### src/rtl/mem_arbiter.sv
// Round-robin arbiter sharing one main-memory port between the instruction and data caches.
// One transaction in flight; all outputs registered.
module mem_arbiter #(
    parameter int unsigned ADDR_WIDTH = 20,
    parameter int unsigned LINE_WIDTH = 128
) (
    input  logic                  clk_i,
    input  logic                  rsn_i,
    input  logic                  ic_rqst_i,
    input  logic [ADDR_WIDTH-1:0] ic_addr_i,
    output logic                  ic_data_ready_o,
    output logic [ADDR_WIDTH-1:0] ic_addr_o,
    output logic [LINE_WIDTH-1:0] ic_data_o,
    input  logic                  dc_rqst_i,
    input  logic                  dc_write_i,
    input  logic [ADDR_WIDTH-1:0] dc_addr_i,
    input  logic [LINE_WIDTH-1:0] dc_data_i,
    output logic                  dc_data_ready_o,
    output logic [ADDR_WIDTH-1:0] dc_addr_o,
    output logic [LINE_WIDTH-1:0] dc_data_o,
    output logic                  mem_rqst_o,
    output logic                  mem_write_o,
    output logic [ADDR_WIDTH-1:0] mem_addr_o,
    output logic [LINE_WIDTH-1:0] mem_data_o,
    input  logic                  mem_data_ready_i,
    input  logic [LINE_WIDTH-1:0] mem_data_i,
    output logic                  arb_busy_o
);

    typedef enum logic [1:0] {
        IDLE = 2'd0,
        BUSY = 2'd1,
        RESP = 2'd2
    } state_e;

    localparam logic OWN_IC = 1'b0;
    localparam logic OWN_DC = 1'b1;

    state_e                state_q, state_d;
    logic                  owner_q, owner_d;
    logic                  last_q, last_d;
    logic                  busy_q, busy_d;
    logic                  mem_rqst_q, mem_rqst_d;
    logic                  mem_write_q, mem_write_d;
    logic [ADDR_WIDTH-1:0] mem_addr_q, mem_addr_d;
    logic [LINE_WIDTH-1:0] mem_data_q, mem_data_d;
    logic                  ic_ready_q, ic_ready_d;
    logic [ADDR_WIDTH-1:0] ic_addr_q, ic_addr_d;
    logic [LINE_WIDTH-1:0] ic_data_q, ic_data_d;
    logic                  dc_ready_q, dc_ready_d;
    logic [ADDR_WIDTH-1:0] dc_addr_q, dc_addr_d;
    logic [LINE_WIDTH-1:0] dc_data_q, dc_data_d;
    logic                  grant_ic_c, grant_dc_c;

    // Next-state, grant and capture logic
    always_comb begin
        state_d     = state_q;
        owner_d     = owner_q;
        last_d      = last_q;
        mem_rqst_d  = mem_rqst_q;
        mem_write_d = mem_write_q;
        mem_addr_d  = mem_addr_q;
        mem_data_d  = mem_data_q;
        ic_ready_d  = 1'b0;
        ic_addr_d   = ic_addr_q;
        ic_data_d   = ic_data_q;
        dc_ready_d  = 1'b0;
        dc_addr_d   = dc_addr_q;
        dc_data_d   = dc_data_q;

        // On a tie the requester that did not win last time is served
        grant_ic_c = ic_rqst_i && (!dc_rqst_i || (last_q == OWN_DC));
        grant_dc_c = dc_rqst_i && (!ic_rqst_i || (last_q == OWN_IC));

        unique case (state_q)
            IDLE: begin
                if (grant_ic_c) begin
                    state_d     = BUSY;
                    owner_d     = OWN_IC;
                    last_d      = OWN_IC;
                    mem_rqst_d  = 1'b1;
                    mem_write_d = 1'b0;
                    mem_addr_d  = ic_addr_i;
                    mem_data_d  = '0;
                end else if (grant_dc_c) begin
                    state_d     = BUSY;
                    owner_d     = OWN_DC;
                    last_d      = OWN_DC;
                    mem_rqst_d  = 1'b1;
                    mem_write_d = dc_write_i;
                    mem_addr_d  = dc_addr_i;
                    mem_data_d  = dc_write_i ? dc_data_i : '0;
                end
            end
            BUSY: begin
                if (mem_data_ready_i) begin
                    state_d     = RESP;
                    mem_rqst_d  = 1'b0;
                    mem_write_d = 1'b0;
                    mem_addr_d  = '0;
                    mem_data_d  = '0;
                    if (owner_q == OWN_IC) begin
                        ic_ready_d = 1'b1;
                        ic_addr_d  = mem_addr_q;
                        ic_data_d  = mem_data_i;
                    end else begin
                        dc_ready_d = 1'b1;
                        dc_addr_d  = mem_addr_q;
                        dc_data_d  = mem_data_i;
                    end
                end
            end
            RESP:    state_d = IDLE;
            default: state_d = IDLE;
        endcase

        busy_d = (state_d != IDLE);
    end

    // State and output registers
    always_ff @(posedge clk_i or negedge rsn_i) begin
        if (!rsn_i) begin
            state_q     <= IDLE;
            owner_q     <= OWN_IC;
            last_q      <= OWN_DC;
            busy_q      <= 1'b0;
            mem_rqst_q  <= 1'b0;
            mem_write_q <= 1'b0;
            mem_addr_q  <= '0;
            mem_data_q  <= '0;
            ic_ready_q  <= 1'b0;
            ic_addr_q   <= '0;
            ic_data_q   <= '0;
            dc_ready_q  <= 1'b0;
            dc_addr_q   <= '0;
            dc_data_q   <= '0;
        end else begin
            state_q     <= state_d;
            owner_q     <= owner_d;
            last_q      <= last_d;
            busy_q      <= busy_d;
            mem_rqst_q  <= mem_rqst_d;
            mem_write_q <= mem_write_d;
            mem_addr_q  <= mem_addr_d;
            mem_data_q  <= mem_data_d;
            ic_ready_q  <= ic_ready_d;
            ic_addr_q   <= ic_addr_d;
            ic_data_q   <= ic_data_d;
            dc_ready_q  <= dc_ready_d;
            dc_addr_q   <= dc_addr_d;
            dc_data_q   <= dc_data_d;
        end
    end

    assign ic_data_ready_o = ic_ready_q;
    assign ic_addr_o       = ic_addr_q;
    assign ic_data_o       = ic_data_q;
    assign dc_data_ready_o = dc_ready_q;
    assign dc_addr_o       = dc_addr_q;
    assign dc_data_o       = dc_data_q;
    assign mem_rqst_o      = mem_rqst_q;
    assign mem_write_o     = mem_write_q;
    assign mem_addr_o      = mem_addr_q;
    assign mem_data_o      = mem_data_q;
    assign arb_busy_o      = busy_q;

endmodule

### config.mk
export PLATFORM = sky130hd
export DESIGN_NAME = mem_arbiter
export DESIGN_NICKNAME = d
export VERILOG_FILES = /design/src/rtl/mem_arbiter.sv
export SDC_FILE = /design/constraint.sdc
export NUM_CORES = 1
export LEC_CHECK = 0
export BUFFER_PORTS_ARGS = -buffer_cell sky130_fd_sc_hd__buf_4
export CELL_PAD_IN_SITES_DETAIL_PLACEMENT = 1
export CELL_PAD_IN_SITES_GLOBAL_PLACEMENT = 1
export CORE_AREA = 2 2 294 296
export CTS_BUF_LIST = sky130_fd_sc_hd__clkbuf_4 sky130_fd_sc_hd__clkbuf_8
export CTS_CLUSTER_DIAMETER = 100
export DETAILED_ROUTE_END_ITERATION = 16
export DIE_AREA = 0 0 296 298
export PLACE_DENSITY_LB_ADDON = 0.08
export SLEW_MARGIN = 0
export SYNTH_ARGS = -nofsm -noshare
export SYNTH_HDL_FRONTEND = slang
export SYNTH_SLANG_ARGS = --single-unit
### constraint.sdc
create_clock -name clk_i -period 1.7 [get_ports clk_i]
set_input_delay 0 -clock clk_i [delete_from_list [all_inputs] [get_ports clk_i]]
set_output_delay 0 -clock clk_i [all_outputs]
set_load 0.01 [all_outputs]
# After elaboration in Yosys (flattened, before gate mapping)
# Cells that the tools add are included.
totals:
  register_bits: 453
  latch_bits: 0
  ram_bits: 0
  mem_bits_ro: 0
  out_inout_bits: 449
  wordCells: 60
  n_memories: 0
op_classes:
  add_sub_neg: 0
  n_mul: 0
  div: 0
  order_cmp: 0
  n_eq_ne: 3
  n_shift: 0
  muxes: 27
  n_bitwise: 2
  reduce_logical: 14
op_table:
  columns: ["cell", "count"]
  rows:
  - ["two-way mux 128 bit", 4]
  - ["one-hot mux 128 bit (2 select lines)", 1]
  - ["two-way mux 20 bit", 3]
  - ["one-hot mux 20 bit (2 select lines)", 1]
  - ["two-way mux 1 bit", 12]
  - ["AND reduction 3 bit", 3]
  - ["two-way mux 2 bit", 3]
  - ["nonzero test 2 bit", 3]
  - ["one-hot mux 1 bit (2 select lines)", 2]
  - ["one-hot mux 2 bit (2 select lines)", 1]
  - ["inequality test 3 bit, second input constant", 1]
  - ["equality test 2 x 1 -> 1 bit, second input constant", 1]
  - ["logical AND 1 bit", 2]
  - ["zero test 1 bit", 2]
  - ["zero test 2 bit", 1]
  - ["logical OR 1 bit", 2]
  - ["inequality test 2 bit, second input constant", 1]
  - ["inverter 1 bit", 2]
  - ["AND reduction 2 bit", 1]

# Longest topological paths before layout
# Gate-level depths: netlist of the first run.
logic_depth:
  word_depth: 7
  ltp_mapped: 7

# Worst setup path before layout of the first run
# OpenSTA, ideal clock, no wires.
synth_path:
  path_kind: "reg2reg"
  from: "register state_q[1]"
  to: "register ic_addr_q[0] (netlist: ic_addr_o[0])"
  setup_time_ns: 0.128
  t_arrival_ns: 1.474
  required_time_ns: 1.572
  setup_slack_ns: 0.098
  path_stages_with_launch: 7
  n_path_buf: 2
  period_less_slack_ns: 1.602
  cell_sequence: "dfrtp_1 -> and2b_1 -> nand2_2 -> nor2_4 -> buf_4 -> buf_6 -> mux2_1"
synth_via:
  elab_chain_len: 2
synth_lines:
  columns: ["item", "line", "text"]
  rows:
  - ["start, declared", "39", "state_e state_q, state_d;"]
  - ["start signal, assigned", "138", "state_q <= state_d;"]
  - ["equality test 2 x 1 -> 1 bit", "75", "unique case (state_q)"]
  - ["AND reduction 3 bit (no source line)", null, null]
  - ["end signal, assigned", "147", "ic_addr_q <= ic_addr_d;"]
  - ["end, declared", "48", "logic [ADDR_WIDTH-1:0] ic_addr_q, ic_addr_d;"]
# No other way between the ends.
# A chain may end at the register's enable or synchronous reset.

# Worst setup path in the final report of the first run
layout_path:
  from: "register state_q[1]"
  to: "register ic_data_q[21] (netlist: ic_data_o[21])"
layout_via:
  elab_chain_len: 2
layout_lines:
  columns: ["item", "line", "text"]
  rows:
  - ["equality test 2 x 1 -> 1 bit", "75", null]
  - ["AND reduction 3 bit (no source line)", null, null]
  - ["end signal, assigned", "148", "ic_data_q <= ic_data_d;"]
  - ["end, declared", "49", "logic [LINE_WIDTH-1:0] ic_data_q, ic_data_d;"]
# No other way between the ends.

==> results of run 1 <==
cell type report:
class,instances,area (um^2),share of cell area
clock inverters,13,128,0.00410
diodes,3,7.51,0.000241
inverters,4,20.0,0.000644
clock buffers,145,1770,0.0569
repair buffers,1183,10600,0.340
well taps,1144,1430,0.0460
multi-input cells,1055,5820,0.187
flip-flops and latches,453,11300,0.365
state kept, by name (all words and copies together), names as in the netlist:
name,count
mem_addr_o,20
mem_data_o,128
mem_rqst_o,1
mem_write_o,1
ic_addr_o,20
dc_data_ready_o,1
ic_data_ready_o,1
dc_addr_o,20
dc_data_o,128
state_q,2
ic_data_o,128
owner_q,1
last_q,1
arb_busy_o,1
power breakdown:
group          switching (W)  leakage [nW]  internal [W]  total [W]
Sequential           0.00284          5.76        0.0154     0.0182
Clock                0.00504          1.01       0.00673     0.0118
Combinational         0.0114          8.67        0.0115     0.0229
critical path: stages (launching register included):
cell and delay [ns]:
dfrtp_1 0.37, and2b_2 0.26, nand2_4 0.06, nor2_4 0.13, buf_12 0.14, buf_12 0.16, buf_12 0.17, mux2_2 0.34
path summary, 6_finish.rpt:
| path | cells past startpoint | from | end |
|---|---|---|---|
| min | 4 | mem_data_i[64] | dc_data_o[64] |
| max in group asynchronous | 3 | rsn_i | dc_data_o[110] |
| max | 7 | state_q[1] | ic_data_o[21] |
| min reg2reg | 2 | dc_data_o[91] | dc_data_o[91] |
| min in group asynchronous | 3 | rsn_i | dc_data_o[47] |
| max reg2reg | 7 | state_q[1] | ic_data_o[21] |
cell families (layout without fill, tap and decap cells):
family,after synthesis,in the layout
simple gates,732,732
flops,453,453
mux,171,171
compound gates,152,152
buf+inv,100,1345
other cells,0,3
layer usage:
layer	up-vias	global-route usage
met5	-	0
met4	2	0.0614
met1	7868	0.191
met2	554	0.309
met3	131	0.0617
li1	7555	-
layout by cell type, fill, tap and decap left out, drive strengths merged:
cell         instances
nor2                 2
nand3                1
dfstp                1
a211o                1
clkinvlp             2
o21ai              150
nand2              725
clkinv               8
nor3                 1
clkbuf             160
mux2i               20
nand2b               2
and2b                1
a211oi               1
diode                3
dlygate4sd3        309
dfrtp              452
bufinv               1
mux2               151
buf                859
inv                  6
what timing repair did:
item	CTS	global route
pin swaps	1	12
cloned	1	16
hold buffers	309	2
gates resized for setup	35	74
setup buffers	1	10
setup endpoints to repair	146	251
hold endpoints to repair	887	42
metrics by stage:
step	hold slack, ns	utilization	cell area (um^2)	setup TNS (ns)	setup WS [ns]
final	0.0710	0.366	31100	-4.01	-0.0685
after floorplan	-0.296	-	17300	0	0.0983
after global placement	-0.00464	0.296	25100	-5.45	-0.266
after global routing	0.0365	0.366	31100	-25.94	-0.153
after CTS	-0.530	0.357	30300	-5.94	-0.0927
after detailed placement	-0.00964	0.296	25100	-8.53	-0.261
==> metrics, run 1 <==
Die X 296 um; Mapped Cells 1608; Final Setup Violations 134; Post-Route WL 80700 um; CTS Buf Count 91; Post-Syn Nets 1910; Initial Util 0.204; share of layout cells above drive strength 1 0.403; cell total after placement 3501; Setup Skew 0.0313 ns; Max Cap Viol 0; grt total ovfl 0; Max-slew headroom 0.731; flops & latches, synth 453; Layout Cells excl Fill 4000; fin crit period 1.77 ns; Max clock buf depth 3; Tot Pwr 0.0529 W; H-tree levels 3; largest net degree at the start of global routing 56; status finished with violations; First DRT Iteration DRCs 477; unrepaired setup endpoints after global routing yes; post-synth top area cell dfrtp_1; Post-Syn Area 0.0173 mm^2; Hold Path Class primary input to flip-flop; crit-path max FO 14; worst vdd ir 0.576 mV; post-route ant nets 0; leak pwr 15.4 nW; die area 0.0882 mm^2; failing checks negative setup slack; Remaining DRCs 0; unique cell type count in the Yosys netlist 23; post-synthesis mux area share 0.110; XOR/XNOR share of the synthesized area 0; Pwr Density 1700 mW/mm^2; Synth Warn # 0; most common cell in the synthesized netlist nand2_1; EDFF count, synth 0; Wirelength per Cell 20.2 um; Pins Over Slew Limit 0; WP data required 2.24 ns; Pre-antenna DRT Iters 4; GRT Util Overall 0.174; core area 0.0849 mm^2; P&R area growth vs syn 79.4%; vias in the first global route 17700; Simple-Gate Fraction of Synth Area 0.160; Reg2Reg Setup Slack -0.07 ns; Buffers on Ports 750; Compound-Gate Fraction of Synth Area 0.0446; # IOs 751; clock tree root driver cell clkbuf_8; first-pass GRT wire length 115000 um; PnR worst setup slack -0.0685 ns; CTS tree built; initial antenna violation count 4; WL met2 40900 um; post-synthesis adder-cell area fraction 0; Die Y 298 um; CTS clk-pin slew, worst paths 0.06 ns; CP startpoint kind flip-flop; top cells by area, synth dfrtp_1 65%, nand2_1 16%, mux2_1 7.1%, o21ai_1 4.3%, mux2_2 2.7%; Routability Congestion 0.751; average size of a mapped cell 10.8 um^2; Worst-Margin Slew 0.404 ns; top routing layer used met5; Critical Path AT 2.31 ns; share of synthesized registers carrying an async set or reset 1.00; Vias/cell 4.03; Routed met1 length 30800 um; Seq/Total Area, Yosys 0.654; dpl hpwl 58100 um; Primary FF master, synth dfrtp_1; Fin. Hold Viols 0; top post-synthesis cells by count 724 x nand2_1, 452 x dfrtp_1, 149 x o21ai_1; nets 3090; critical path class flip-flop to flip-flop; crit end category flip-flop; DR vias 16100; clock latency on the worst-skew pair 0.68 ns; # rows 107; Final period util 1.04; Fillers 9548; clock sink total 453; Met3 Wirelength 6570 um; top cell type's share of synthesized area 0.653; largest family of logic cells by synthesized area simple AND/OR/NAND/NOR gates; Peak Freq 565 MHz
No activity file was read; power rests on OpenSTA's default activity.
==> run 2: changes to the inputs <==
Settings changed: PLACE_DENSITY set to 0.55, PLACE_DENSITY_LB_ADDON 0.08 to not set.
==> metrics, run 2 (synthesized netlist as in run 1, its figures left out) <==
status finished with violations; failing checks negative hold slack, negative setup slack; dpl hpwl 55300 um; post-route ant nets 0; CTS Buf Count 83; PnR worst setup slack -0.0667 ns; share of layout cells above drive strength 1 0.400; initial antenna violation count 10; H-tree levels 3; clock tree root driver cell clkbuf_8; core area 0.0849 mm^2; leak pwr 15.4 nW; worst vdd ir 0.621 mV; Fillers 9571; commonest cells after routing, fill and taps aside 801 x buf_4, 677 x nand2_1, 452 x dfrtp_1; final core utilization 0.364; Fin. Hold Viols 3; first-pass GRT wire length 114000 um; Max Cap Viol 0; Initial Util 0.204; Final period util 1.04; Max-slew headroom 0.474; CP startpoint kind flip-flop; Setup Skew 0.0332 ns; reg2reg end mem_data_o[125]; Die X 296 um; Final Setup Violations 82; critical register-to-register path startpoint state_q[0]; # rows 107; Pins Over Slew Limit 0; Worst Hold Launch mem_data_ready_i; Remaining DRCs 0; instance count on the critical path 8; grt total ovfl 0; Die Y 298 um; vias in the first global route 18200; nets 3085; Hold Path Class primary input to flip-flop; critical path class flip-flop to flip-flop; worst path cell trace and2b_2 > buf_6 > a211oi_4 > buf_6 > clkbuf_16 > clkbuf_16 > nand2_4 > o21ai_2; Wirelength per Cell 20.5 um; die area 0.0882 mm^2; Buffers on Ports 750; fin crit period 1.77 ns; Routability Congestion 0.800; Post-Route WL 81800 um; Reg2Reg Depth 8; Max clock buf depth 3; WP data required 2.28 ns; Critical path buffers and inverters 4; Hold Slack -0.389 ns; hold depth 2; clock sink total 453; commonest non-fill, non-tap cell in the layout buf_4; Critical Path AT 2.35 ns; Layout Cells excl Fill 3986; unrepaired setup endpoints after global routing yes; cell total after placement 3481; clock latency on the worst-skew pair 0.68 ns; Peak Freq 566 MHz; Pwr Density 1670 mW/mm^2; crit-path max FO 8; Crit-path slowest cell dfrtp_1; DR vias 16400; Reg2Reg Setup Slack -0.07 ns; Worst-Margin Slew 0.787 ns; CTS tree built; crit end category flip-flop; Crit path largest cell delay 0.37 ns; Sum Neg Setup Slack -1.48 ns; P&R area growth vs syn 78.3%; CTS clk-pin slew, worst paths 0.06 ns; # IOs 751; Hold Crit Endpoint state_q[0]; Crit path max-delay family buffers and inverters; largest net degree at the start of global routing 107; Vias/cell 4.12; First DRT Iteration DRCs 485; Pre-antenna DRT Iters 4; GRT Util Overall 0.170
## run 2: cell count changes in the layout (fill, tap and decap cells not counted), moves of 23 or more
| cell | before | now |
|---|---|---|
| buf_12 | 44 | 19 |
| mux2_1 | 70 | 108 |
| mux2_4 | 52 | 2 |
| nand2_1 | 718 | 677 |
| nand2_4 | 3 | 26 |
| o21ai_1 | 135 | 107 |
| o21ai_2 | 13 | 41 |
## run 2: worst max-delay path by stage
stage | start | to | slack [ns]
global route | state_q[0] | mem_data_o[50] | -0.13
floorplan | state_q[1] | ic_addr_o[0] | 0.1
global placement | last_q | mem_addr_o[15] | -0.13
finish | state_q[0] | mem_data_o[125] | -0.07
CTS | state_q[1] | ic_data_o[102] | -0.03
detailed placement | last_q | mem_addr_o[15] | -0.11
## run 2: report_power, final
group / switching, W / internal, W
logic: 0.0115 / 0.0110
registers: 0.00302 / 0.0154
clock network: 0.00490 / 0.00597
## run 2: layout make-up
class / count / area, um^2 / area share
Antenna cell: 8 / 20.0 / 0.000648
Multi-Input combinational cell: 1055 / 5910 / 0.191
Inverter: 4 / 27.5 / 0.000891
Clock buffer: 123 / 1540 / 0.0499
Clock inverter: 13 / 144 / 0.00466
Sequential cell: 453 / 11300 / 0.367
Timing Repair Buffer: 1186 / 10500 / 0.339
Tap cell: 1144 / 1430 / 0.0463
## run 2: through the flow
step | worst slack, ns | hold slack (ns) | power, W | area [um^2]
final | -0.0667 | -0.389 | 0.0518 | 30900
after global routing | -0.128 | -0.430 | 0.0551 | 30900
after CTS | -0.0340 | -0.547 | 0.0509 | 29900
after detailed placement | -0.115 | -0.0322 | 0.0389 | 24800
after global placement | -0.128 | -0.0316 | 0.0382 | 24800
after floorplan | 0.0983 | -0.296 | 0.0261 | 17300
## run 2: metal layers
metal  track usage  share of wire
met1         0.186           0.37
met2         0.308           0.52
met3        0.0512          0.078
met4        0.0623          0.029
met5             0        0.00015
## run 2: what timing repair did
| action | CTS | global route |
|---|---|---|
| cloned | 1 | 22 |
| pin swaps | 1 | 59 |
| hold buffers | 331 | 2 |
| gates resized for setup | 6 | 131 |
| endpoints found under the setup margin | 117 | 317 |
| setup buffers | 1 | 7 |
| hold endpoints to repair | 880 | 8 |
==> run 3: changes to the inputs <==
--- a/config.mk
+++ b/config.mk
@@ -7,2 +7,3 @@
 export LEC_CHECK = 0
+export ABC_CLOCK_PERIOD_IN_PS = 1700
 export BUFFER_PORTS_ARGS = -buffer_cell sky130_fd_sc_hd__buf_4
==> constraint.sdc (replaced) <==
create_clock -name clk_i -period 1.7 [get_ports clk_i]
set_input_delay 0.085 -clock clk_i [delete_from_list [all_inputs] [get_ports clk_i]]
set_output_delay 0.085 -clock clk_i [all_outputs]
set_load 0.01 [all_outputs]
==> metrics, run 3 (synthesized netlist as in run 1, its figures left out) <==
Final period util 1.05; P&R area growth vs syn 79.5%; commonest cells after routing, fill and taps aside 800 x buf_4, 673 x nand2_1, 452 x dfrtp_1; Peak Freq 561 MHz; GRT Util Overall 0.169; # IOs 751; first-pass GRT wire length 113000 um; Wirelength per Cell 20.5 um; Hold Slack -0.309 ns; Critical Path AT 2.38 ns; post-place setup slack -0.0707 ns; Setup Skew 0.0597 ns; grt total ovfl 0; crit end category flip-flop; clock tree root driver cell clkbuf_8; cell total after placement 3486; Max Cap Viol 0; Remaining DRCs 0; crit-path max FO 8; Pre-antenna DRT Iters 6; Die Y 298 um; First DRT Iteration DRCs 510; PnR worst setup slack -0.0824 ns; final core utilization 0.366; Post-Route WL 81500 um; largest net degree at the start of global routing 99; vias in the first global route 18300; cts hold-fix bufs 303; fin crit period 1.78 ns; Final Setup Violations 105; worst vdd ir 0.768 mV; Die X 296 um; initial antenna violation count 5; CTS clk-pin slew, worst paths 0.07 ns; Pins Over Slew Limit 0; commonest non-fill, non-tap cell in the layout buf_4; leak pwr 15.6 nW; Layout Cells excl Fill 3981; die area 0.0882 mm^2; clock latency on the worst-skew pair 0.70 ns; post-route ant nets 0; nets 3076; failing checks negative hold slack, negative setup slack; Pwr Density 1700 mW/mm^2; dpl hpwl 55800 um; Reg2Reg Setup Slack -0.08 ns; core area 0.0849 mm^2; CP startpoint kind flip-flop; Tot Pwr 0.0530 W; CTS Buf Count 87; clock sink total 453; CTS tree built; unrepaired setup endpoints after global routing yes; Max clock buf depth 3; Fin. Hold Viols 1; Sum Neg Setup Slack -2.24 ns; WP data required 2.30 ns; Buffers on Ports 750; Max-slew headroom 0.591; # rows 107; Initial Util 0.204; Hold Path Class primary input to flip-flop; share of layout cells above drive strength 1 0.413; Worst-Margin Slew 0.612 ns; Vias/cell 4.16; Routability Congestion 0.808; H-tree levels 3; status finished with violations; DR vias 16600; critical path class flip-flop to flip-flop
[run 3: path summary, 6_finish.rpt]
kind                                        from             end  depth (start not counted)
worst max-delay path                  state_q[0]  mem_data_o[29]                          8
worst min-delay path            mem_data_ready_i      state_q[0]                          2
worst max register to register        state_q[0]  mem_data_o[29]                          8
worst min register to register     dc_data_o[91]   dc_data_o[91]                          2
max in group asynchronous                  rsn_i  ic_data_o[119]                          5
min in group asynchronous                  rsn_i  mem_data_o[48]                          4
[run 3: layout make-up]
type	instances	area [um^2]
timing repair buffer	1172	10500
clock inverter	12	131
clock buffer	139	1700
fill	9530	53800
inverter	4	27.5
tap	1144	1430
sequential	453	11300
antenna	1	2.50
multi-input combinational	1055	5960
timing repair inverter	1	8.76
[run 3: metal layers]
metal / track usage / wire length, um
met5: 0 / 24
met4: 0.0592 / 3570
met3: 0.0571 / 6570
met2: 0.310 / 41800
met1: 0.178 / 29500
[run 3: critical path: stages, from the launching register on]
cell and delay [ns]:
dfrtp_1 0.38, and2b_2 0.22, buf_6 0.13, a211oi_4 0.15
buf_6 0.18, clkbuf_16 0.21, buf_16 0.15, nand2_1 0.08
o21ai_2 0.19
[run 3: stage by stage]
| step | hold WS [ns] | area, um^2 |
|---|---|---|
| 6_report | -0.309 | 31100 |
| 5_1_grt | -0.368 | 31100 |
| 4_1_cts | -0.394 | 29900 |
| 3_5_place_dp | -0.0191 | 24900 |
| 3_3_place_gp | -0.0206 | 24900 |
| 2_1_floorplan | -0.211 | 17300 |
[run 3: timing repair]
item,4_1_cts,5_1_grt
gates resized for setup,13,154
pin swaps,1,78
setup buffers,5,11
cloned,2,24
hold endpoints to repair,863,2
endpoints found under the setup margin,94,235
[run 3: report_power, final]
| part | switching [W] | total [W] | internal [W] |
|---|---|---|---|
| clock | 0.00500 | 0.0115 | 0.00650 |
| sequential | 0.00301 | 0.0184 | 0.0154 |
| combinational | 0.0117 | 0.0231 | 0.0114 |
